File: src/rtl/regfile_pkg.sv
// Shared types and constants for the ID-stage register file and its write-back scoreboard.
package regfile_pkg;

  localparam int unsigned DATA_W   = 32;
  localparam int unsigned ADDR_W   = 5;
  localparam int unsigned ZERO_REG = 0;

  typedef logic [ADDR_W-1:0] reg_idx_t;
  typedef logic [DATA_W-1:0] word_t;

endpackage

File: src/rtl/regfile_pend_cnt.sv
// Saturating count of in-flight writes to one register; flags issue-at-max and retire-at-zero.
module regfile_pend_cnt #(
  parameter int unsigned PEND_W = 2
) (
  input  logic              clk,
  input  logic              rst,
  input  logic              inc_i,
  input  logic              dec_i,
  output logic [PEND_W-1:0] cnt_o,
  output logic              ovf_c_o,
  output logic              unf_c_o
);

  localparam logic [PEND_W-1:0] CNT_MAX = '1;

  logic [PEND_W-1:0] cnt_q, cnt_d;

  // A simultaneous issue and retire swap producers, so the count is unchanged.
  always_comb begin
    cnt_d   = cnt_q;
    ovf_c_o = 1'b0;
    unf_c_o = 1'b0;
    if (inc_i && !dec_i) begin
      if (cnt_q == CNT_MAX) ovf_c_o = 1'b1;
      else                  cnt_d   = cnt_q + PEND_W'(1);
    end else if (dec_i && !inc_i) begin
      if (cnt_q == '0) unf_c_o = 1'b1;
      else             cnt_d   = cnt_q - PEND_W'(1);
    end
  end

  always_ff @(posedge clk or negedge rst) begin
    if (!rst) cnt_q <= '0;
    else      cnt_q <= cnt_d;
  end

  assign cnt_o = cnt_q;

endmodule

File: src/rtl/regfile_scoreboard.sv
// MIPS ID-stage register file with WB->ID bypass, hardwired zero register and
// per-register pending-write counters that drive operand-busy flags for the hazard unit.
module regfile_scoreboard #(
  parameter int unsigned DATA_W = 32,
  parameter int unsigned ADDR_W = 5,
  parameter int unsigned NUM_RD = 2,
  parameter int unsigned PEND_W = 2,
  parameter int unsigned BYPASS = 1
) (
  input  logic                     clk,
  input  logic                     rst,
  input  logic [NUM_RD*ADDR_W-1:0] rd_addr_i,
  output logic [NUM_RD*DATA_W-1:0] rd_data_o,
  output logic [NUM_RD-1:0]        rd_busy_o,
  input  logic                     issue_en_i,
  input  logic [ADDR_W-1:0]        issue_addr_i,
  input  logic                     wr_en_i,
  input  logic [ADDR_W-1:0]        wr_addr_i,
  input  logic [DATA_W-1:0]        wr_data_i,
  output logic                     any_busy_o,
  output logic                     err_ovf_o,
  output logic                     err_unf_o
);

  localparam int unsigned       DEPTH    = 2**ADDR_W;
  localparam logic [ADDR_W-1:0] ZERO_IDX = ADDR_W'(regfile_pkg::ZERO_REG);

  logic [DATA_W-1:0]            regs_q [DEPTH];
  logic [DEPTH-1:0][PEND_W-1:0] cnt;
  logic [DEPTH-1:0]             ovf_c, unf_c;
  logic                         err_ovf_q, err_unf_q;
  logic                         wr_ok_c;

  assign wr_ok_c = wr_en_i && (wr_addr_i != ZERO_IDX);

  // Register 0 has no producer tracking.
  assign cnt[0]   = '0;
  assign ovf_c[0] = 1'b0;
  assign unf_c[0] = 1'b0;

  for (genvar r = 1; r < DEPTH; r++) begin : g_pend
    regfile_pend_cnt #(.PEND_W(PEND_W)) u_pend_cnt (
      .clk     (clk),
      .rst     (rst),
      .inc_i   (issue_en_i && (issue_addr_i == ADDR_W'(r))),
      .dec_i   (wr_en_i && (wr_addr_i == ADDR_W'(r))),
      .cnt_o   (cnt[r]),
      .ovf_c_o (ovf_c[r]),
      .unf_c_o (unf_c[r])
    );
  end

  // Storage; entry 0 is never written so it stays at its reset value of zero.
  always_ff @(posedge clk or negedge rst) begin
    if (!rst) begin
      for (int r = 0; r < DEPTH; r++) regs_q[r] <= '0;
    end else if (wr_ok_c) begin
      regs_q[wr_addr_i] <= wr_data_i;
    end
  end

  // Read muxes; a producer retiring this cycle forwards its data and no longer blocks.
  always_comb begin
    logic [ADDR_W-1:0] ra;
    logic              fwd;
    rd_data_o = '0;
    rd_busy_o = '0;
    ra        = '0;
    fwd       = 1'b0;
    for (int i = 0; i < NUM_RD; i++) begin
      ra  = rd_addr_i[i*ADDR_W +: ADDR_W];
      fwd = (BYPASS != 0) && wr_en_i && (wr_addr_i == ra);
      if (ra != ZERO_IDX) begin
        rd_data_o[i*DATA_W +: DATA_W] = fwd ? wr_data_i : regs_q[ra];
        rd_busy_o[i]                  = (cnt[ra] - PEND_W'(fwd)) != '0;
      end
    end
  end

  always_ff @(posedge clk or negedge rst) begin
    if (!rst) begin
      err_ovf_q <= 1'b0;
      err_unf_q <= 1'b0;
    end else begin
      err_ovf_q <= err_ovf_q | (|ovf_c);
      err_unf_q <= err_unf_q | (|unf_c);
    end
  end

  assign any_busy_o = |cnt;
  assign err_ovf_o  = err_ovf_q;
  assign err_unf_o  = err_unf_q;

endmodule

File: config.mk
export PLATFORM = sky130hd
export DESIGN_NAME = regfile_scoreboard
export DESIGN_NICKNAME = d
export VERILOG_FILES = /design/src/rtl/regfile_pkg.sv /design/src/rtl/regfile_pend_cnt.sv /design/src/rtl/regfile_scoreboard.sv
export SDC_FILE = /design/constraint.sdc
export NUM_CORES = 2
export LEC_CHECK = 0
export ABC_AREA = 0
export CAP_MARGIN = 5
export CORE_AREA = 5 5 369 371
export DETAILED_ROUTE_END_ITERATION = 6
export DIE_AREA = 0 0 374 376
export SLEW_MARGIN = 20
export SYNTH_ARGS = -nofsm -noshare
export SYNTH_HDL_FRONTEND = slang
export SYNTH_HIERARCHICAL = 1
export SYNTH_SLANG_ARGS = --single-unit
File: constraint.sdc
create_clock -name clk -period 3.11 [get_ports clk]
set_clock_uncertainty 0.15 [all_clocks]
set_input_delay 0.4665 -clock clk [delete_from_list [all_inputs] [get_ports clk]]
set_output_delay 0.4665 -clock clk [all_outputs]
set_load 0.01 [all_outputs]
Word level (Yosys, flattened, before mapping)
Index checks and enable logic that the tools add are counted.
Word-level totals
  register bits: 1088
  input bits: 56
  output and inout port bits: 69
Cells by class
  add/sub/neg operators: 64
  $lt $le $gt $ge: 6
  equal/unequal tests: 157
  mux-type cells: 298
  bitwise gates (word level): 5
  reductions and logical operators: 291
Operators with widths (count)
  $bwmux W1024: 1
  $bmux W32 S5: 2
  $mux W32: 9
  $mux W2: 126
  $demux W32 S5: 1
  $eq A5 B5 Y1 const B: 32
  $mux W1: 157
  $logic_and A1 B1 Y1: 128
  $reduce_and A3 Y1: 31
  $eq A5 B4 Y1 const B: 16
  $reduce_bool A2 Y1: 33
  $add A2 B1 Y2 const B: 31
  $eq A2 B2 Y1 const B: 31
  $logic_not A1 Y1: 62
  $logic_not A2 Y1: 31
  $ne A2 B1 Y1 const B: 31
  $ne A2 B2 Y1 const B: 31
  $reduce_or A31 Y1: 2
  $reduce_or A62 Y1: 1
  $sub A2 B1 Y2 const B: 31
  $eq A5 B3 Y1 const B: 8
  $bmux W2 S5: 2
  $eq A5 B2 Y1 const B: 4
  $ge A6 B6 Y1 const B: 3
  other kinds (8): 17

Longest topological paths before layout
  word-level depth: 8
  depth in mapped cells: 12

Modules after synthesis
The synthesis kept the hierarchy.
By module, submodules not included
  regfile_scoreboard: instances 1, cells each 4263, area an instance 56092.5 um^2, seq. area each 25674.6 um^2
  regfile_pend_cnt: instances 31, cells each 15, area an instance 141.4 um^2, seq. area each 50.0 um^2

Least setup slack after synthesis
Ideal clock, no wire load.
  path kind: in2reg
  start: in wr_addr_i[0]
  end: reg err_ovf_q (netlist: err_ovf_o)
  data arrival time: 2829 ps
  required time: 2833 ps
  path slack: 4 ps
  stages: 11
  buffers on the path: 3
  cell sequence: buf_2 > or3b_2 > clkbuf_1 > nor2_1 > buf_2 > inv_1 > ha_1 > and3_2 > nor4_1 > nand4_1 > or2_2
On the way
  cells in the longest elaborated chain, start to end: 7
Ends and longest elaborated chain
  start, declared: RTL line regfile_scoreboard.sv:18  | input logic [ADDR_W-1:0] wr_addr_i,
  $eq A5 B5 Y1: RTL line regfile_scoreboard.sv:46  | .dec_i (wr_en_i && (wr_addr_i == ADDR_W'(r))),
  $logic_and A1 B1 Y1: RTL line regfile_scoreboard.sv:46
  $logic_not A1 Y1: RTL line regfile_pend_cnt.sv:23  | if (inc_i && !dec_i) begin
  $logic_and A1 B1 Y1: RTL line regfile_pend_cnt.sv:23
  $mux W1: RTL line regfile_pend_cnt.sv:23
  named net ovf_c[20]: RTL line regfile_scoreboard.sv:30  | logic [DEPTH-1:0] ovf_c, unf_c;
  $reduce_or A31 Y1: RTL line regfile_scoreboard.sv:85  | err_ovf_q <= err_ovf_q | (|ovf_c);
  $or A1 B1 Y1: RTL line regfile_scoreboard.sv:85
  end signal, assigned: RTL line regfile_scoreboard.sv:85
  end, declared: RTL line regfile_scoreboard.sv:31  | logic err_ovf_q, err_unf_q;
The timed path passes the listed nets, and every way through them passes these cells.
A chain may end at the register's enable or synchronous reset.

Worst setup path in the final report
  start: reg g_pend[28].u_pend_cnt.cnt_q[1]
  end: out rd_busy_o[1]
On the way
  cells in the longest elaborated chain, start to end: 5
Ends and longest elaborated chain
  start, declared: RTL line regfile_pend_cnt.sv:16  | logic [PEND_W-1:0] cnt_q, cnt_d;
  start signal, assigned: RTL line regfile_pend_cnt.sv:34  | else cnt_q <= cnt_d;
  $bmux W2 S5: RTL line regfile_scoreboard.sv:75  | rd_busy_o[i] = (cnt[ra] - PEND_W'(fwd)) != '0;
  $mux W2 (implied by the code): RTL line regfile_scoreboard.sv:75
  $sub A2 B1 Y2: RTL line regfile_scoreboard.sv:75
  $reduce_bool A2 Y1: RTL line regfile_scoreboard.sv:75
  $mux W1: RTL line regfile_scoreboard.sv:73  | if (ra != ZERO_IDX) begin
  end, declared: RTL line regfile_scoreboard.sv:14  | output logic [NUM_RD-1:0] rd_busy_o,
No other way between the ends. The select of a mux whose other input is x is not followed.

==> results by stage <==
Synth:
- The post-synthesis cell count is 4728.
- The number of warnings reported in the yosys synthesis log is 6.
- The synthesized netlist occupies a cell area of slightly above 60000 um^2.
- The share of the yosys chip area belonging to registers is 0.450.
- The synthesized design contains about 1100 register bits.
- The number of enable-type register cells in the synthesized netlist is 0.
- The mean instance size in the synthesized netlist is 12.8 um^2.
- The primary flip-flop cell chosen by synthesis mapping is sky130_fd_sc_hd__dfrtp_1.
- When the netlist entered floorplanning its net count stood at 4846.
- The share of async-settable or async-resettable flops after synthesis is 1.00.
- The distinct cell type count of the synthesized netlist is 45.

Clocking:
- The clock tree from TritonCTS is built.
- Counting along the longest clock path gives a buffer depth of 3.
- Clock-pin slew was measured on the worst setup and hold paths at 0.07 ns.
- The deepest level of the CTS H-tree is 3.
- The clock sink total is ~1100.
- In this run, CTS created clock tree buffers numbering roughly 120.
- The cell at the root of the clock tree is sky130_fd_sc_hd__clkbuf_16.
- The worst-skew pair later-pin latency is 0.75 ns.

STA:
- Setup violations remaining at the end of the flow were counted as slightly below 60.
- Setup repair after global routing could not meet its margin everywhere.
- The final worst hold slack is a little under 0.07 ns.
- The achievable clock frequency is 0.301 GHz.
- Setup total negative slack on the finished layout was measured at -4.78 ns.
- The number of endpoints with negative hold slack in the final report is 0.
- After layout, the worst setup slack is -0.215 ns.
- The final max-slew violation count is 0.
- The tightest slew margin relative to the limit is 0.291.
- The final period utilization is 1.07.
- The worst path in the final design needs a cycle of 3.33 ns, including I/O delays and setup.
- For the pin with the worst max-slew slack, the measured transition is around 1.1 ns.

Flow run:
- The number of max-cap violations is 0.

Power:
- The static leakage power is 33.3 nW.
- VDD sags by at most 0.506 mV.
- The design draws roughly 44 mW.
- Of the total power, the share spent switching nets is 0.277.
- Dividing total power by cell area gives a power density of 593 nW/um^2.
- The part of the power in the clock network is 0.356.
- Summed over all nets, the switching power comes to around 12 mW.
- The portion of total power attributed to combinational logic is 0.218.
- The internal power of the cells totals 31.6 mW.
- The share of total power dissipated in sequential elements is 0.426.

Floorplanning:
- The die covers 141000 um^2.
- The core region is 133000 um^2.
- The die is 376 um tall.
- The number of top-level design ports is 125.
- The initial standard-cell utilization of the core is 0.456.
- The floorplan step set the die width to 374 um.
- The row count is 134.

Setup path:
- At the worst endpoint, the required time is 2.49 ns.
- In this run the worst path has a maximum fanout of 9.
- The type of element capturing the critical path is an output pin.
- The critical path is of the flop to output pin type.
- At the worst endpoint, the arrival time is roughly 2.7 ns.
- The worst setup path is launched from a flop.
- Tracing the worst setup path back leads to its startpoint at g_pend[28].u_pend_cnt/cnt_o[1].
- The register-to-register setup slack is 1.00 ns.
- The worst register-to-register path begins at g_pend[10].u_pend_cnt/cnt_o[0].

Global routing:
- The first global-routing pass estimated around 310000 um of wire.
- For this run, the total global-route usage over all layers was measured as 0.303.
- The number of antenna violations at the first check in global routing is 6.
- The number of global-route vias before repair was between 40000 and 50000.
- The total global routing overflow is 0.
- Entering global routing, the biggest net connects 106 pins.

Place:
- Once placement completed, the tool counted placed cells totaling 6725.
- Port buffering added 124 buffers.
- Summed over all nets, the half-perimeter wirelength after detailed placement is 130000 um.
- The congestion estimate from routability-driven global placement came to 0.918.

Detailed routing:
- The pre-antenna-repair detailed-routing pass consisted of 6 iterations.
- For this run, design rule violations remaining after detail routing come to 0.
- The count of vias placed by the detailed router is 44554.
- The detailed router finished its first iteration with 5297 violations.
- In this run the remaining antenna-violating nets after routing total 0.
- The wire length per cell after detailed routing is 30.6 um.
- In the routed layout, each cell is associated on average with a via count of 6.36.
- The final layout contains routed wiring with a total length of ~210000 um.

Finish:
- Of the cells placed in the final design, the portion with a size suffix greater than 1 is 0.456.
- The area growth from synthesis to final layout is 21.6%.
- The non-filler instance count after layout is about 7000.
- The final layout net count is 5257.

Outcome:
- The run finished, with violations left.
- The checks that failed: negative setup slack.

Min path:
- The class of the tightest hold or removal check is input pin to async pin.
cell families (layout without fill, tap and decap cells):
kind of cell,Yosys count,in the layout,synth area share
AOI/OAI and AO/OA,269,269,0.0255
xor gates and xnor gates,10,10,0.00145
adders and majority gates,62,62,0.0128
buffers and inverters,525,1036,0.0363
DFF,1088,1088,0.450
muxes,1357,1357,0.376
other,0,3,0
and+or+nand+nor,1417,1417,0.0976
worst max-delay path, cell delays in order (launching register included):
cell	delay [ns]
sky130_fd_sc_hd__dfrtp_1	0.48
sky130_fd_sc_hd__mux4_2	0.49
sky130_fd_sc_hd__mux4_2	0.52
sky130_fd_sc_hd__nand2_1	0.09
sky130_fd_sc_hd__nand4_1	0.18
sky130_fd_sc_hd__buf_2	0.20
what timing repair did:
action                                 in CTS  in global routing
setup endpoints to repair                  67                 67
gates resized for setup                   433                 35
cloned                                      1                  1
pin swaps                                 130                 47
hold buffers                                1                  0
endpoints found under the hold margin     279                  0
buffers inserted                           54                 13
through the flow:
stage / setup slack [ns] / util / area, um^2
2_1_floorplan: 0.00368 / - / 60500
4_1_cts: -0.259 / 0.552 / 73300
5_1_grt: -0.245 / 0.554 / 73500
3_5_place_dp: -0.742 / 0.513 / 68000
6_report: -0.215 / 0.554 / 73500
3_3_place_gp: -0.805 / 0.513 / 68000
layout make-up:
type | count | area, um^2
diodes | 3 | 7.51
clock buffers | 169 | 3430
clock inverters | 52 | 831
fillers | 10692 | 59100
inverters | 79 | 297
multi-input cells | 3115 | 32100
flip-flops and latches | 1088 | 27200
well taps | 1768 | 2210
repair buffers | 736 | 7420
Yosys cell counts (2+ instances only):
master	instances	area share
sky130_fd_sc_hd__nand2_1	1118	0.069
sky130_fd_sc_hd__a221o_1	2	0.00033
sky130_fd_sc_hd__clkbuf_1	260	0.016
sky130_fd_sc_hd__and3b_1	2	0.00029
sky130_fd_sc_hd__buf_4	14	0.0017
sky130_fd_sc_hd__nand3b_1	4	0.00050
sky130_fd_sc_hd__o21ai_1	4	0.00033
sky130_fd_sc_hd__buf_2	101	0.0084
sky130_fd_sc_hd__mux2i_1	46	0.0076
sky130_fd_sc_hd__mux4_2	668	0.25
sky130_fd_sc_hd__mux2_2	642	0.12
sky130_fd_sc_hd__and3_2	31	0.0038
sky130_fd_sc_hd__nor4b_1	31	0.0045
sky130_fd_sc_hd__nand3_1	7	0.00058
sky130_fd_sc_hd__o22ai_1	64	0.0066
sky130_fd_sc_hd__nor2_1	118	0.0073
sky130_fd_sc_hd__nor3b_1	5	0.00062
sky130_fd_sc_hd__o21ai_0	126	0.010
sky130_fd_sc_hd__buf_6	6	0.0011
sky130_fd_sc_hd__nand2b_1	3	0.00031
sky130_fd_sc_hd__ha_1	62	0.013
sky130_fd_sc_hd__o21bai_1	31	0.0038
sky130_fd_sc_hd__xnor2_1	10	0.0014
sky130_fd_sc_hd__a21oi_1	33	0.0027
sky130_fd_sc_hd__a22oi_1	3	0.00037
sky130_fd_sc_hd__nand4_1	13	0.0013
sky130_fd_sc_hd__inv_1	79	0.0049
sky130_fd_sc_hd__or4_1	2	0.00025
sky130_fd_sc_hd__or2_2	7	0.00072
sky130_fd_sc_hd__a22o_1	2	0.00029
sky130_fd_sc_hd__nor4_1	32	0.0033
sky130_fd_sc_hd__buf_1	65	0.0040
sky130_fd_sc_hd__dfrtp_1	1088	0.45
sky130_fd_sc_hd__nor2b_1	38	0.0039
flip-flops by register name, summed over array words and instances (netlist names):
signal                   count
regs_q                    1024
g_pend.u_pend_cnt/cnt_o     62
err_ovf_o                    1
err_unf_o                    1
power groups by stage:
stage / logic [mW] / clock network [mW] / registers (mW)
2_1_floorplan: 6.24 / 0 / 18.0
3_3_place_gp: 8.85 / 0 / 18.6
3_5_place_dp: 9.06 / 0 / 18.7
4_1_cts: 9.44 / 15.7 / 18.5
5_1_grt: 10.2 / 16.2 / 18.9
6_report: 9.51 / 15.5 / 18.6
cell usage in the layout (no fill, tap or decap), types with 31 or more instances in the layout:
cell type / synthesis / final
sky130_fd_sc_hd__a21oi_1: 33 / 32
sky130_fd_sc_hd__and3_2: 31 / 31
sky130_fd_sc_hd__buf_12: 0 / 132
sky130_fd_sc_hd__buf_2: 101 / 57
sky130_fd_sc_hd__buf_4: 14 / 459
sky130_fd_sc_hd__clkbuf_16: 0 / 121
sky130_fd_sc_hd__clkdlybuf4s50_1: 0 / 43
sky130_fd_sc_hd__dfrtp_1: 1088 / 1080
sky130_fd_sc_hd__ha_1: 62 / 62
sky130_fd_sc_hd__inv_1: 79 / 68
sky130_fd_sc_hd__mux2_2: 642 / 641
sky130_fd_sc_hd__mux2i_1: 46 / 46
sky130_fd_sc_hd__mux4_2: 668 / 668
sky130_fd_sc_hd__nand2_1: 1118 / 1102
sky130_fd_sc_hd__nor2_1: 118 / 80
sky130_fd_sc_hd__nor2b_1: 38 / 38
sky130_fd_sc_hd__nor4b_1: 31 / 31
sky130_fd_sc_hd__o21ai_0: 126 / 120
sky130_fd_sc_hd__o21bai_1: 31 / 31
sky130_fd_sc_hd__o22ai_2: 0 / 36
worst paths after layout:
kind / end / depth (start not counted)
setup / recovery: rd_busy_o[1] / 5
hold reg to reg: regs_q[1021] / 0
hold / removal: g_pend[15].u_pend_cnt/cnt_o[1] / 2
max in group asynchronous: regs_q[274] / 4
min in group clk: regs_q[1021] / 0
setup reg to reg: err_unf_o / 7
metal layers:
metal	part of all wire	up-vias	global-route usage	wire length, um
li1	-	18094	-	-
met1	0.39	23501	0.408	83000
met2	0.47	2403	0.479	99800
met3	0.095	554	0.0634	20500
met4	0.052	2	0.132	11200
met5	0.000037	-	0	8
Note: power is estimated with default switching activity, not from simulation.
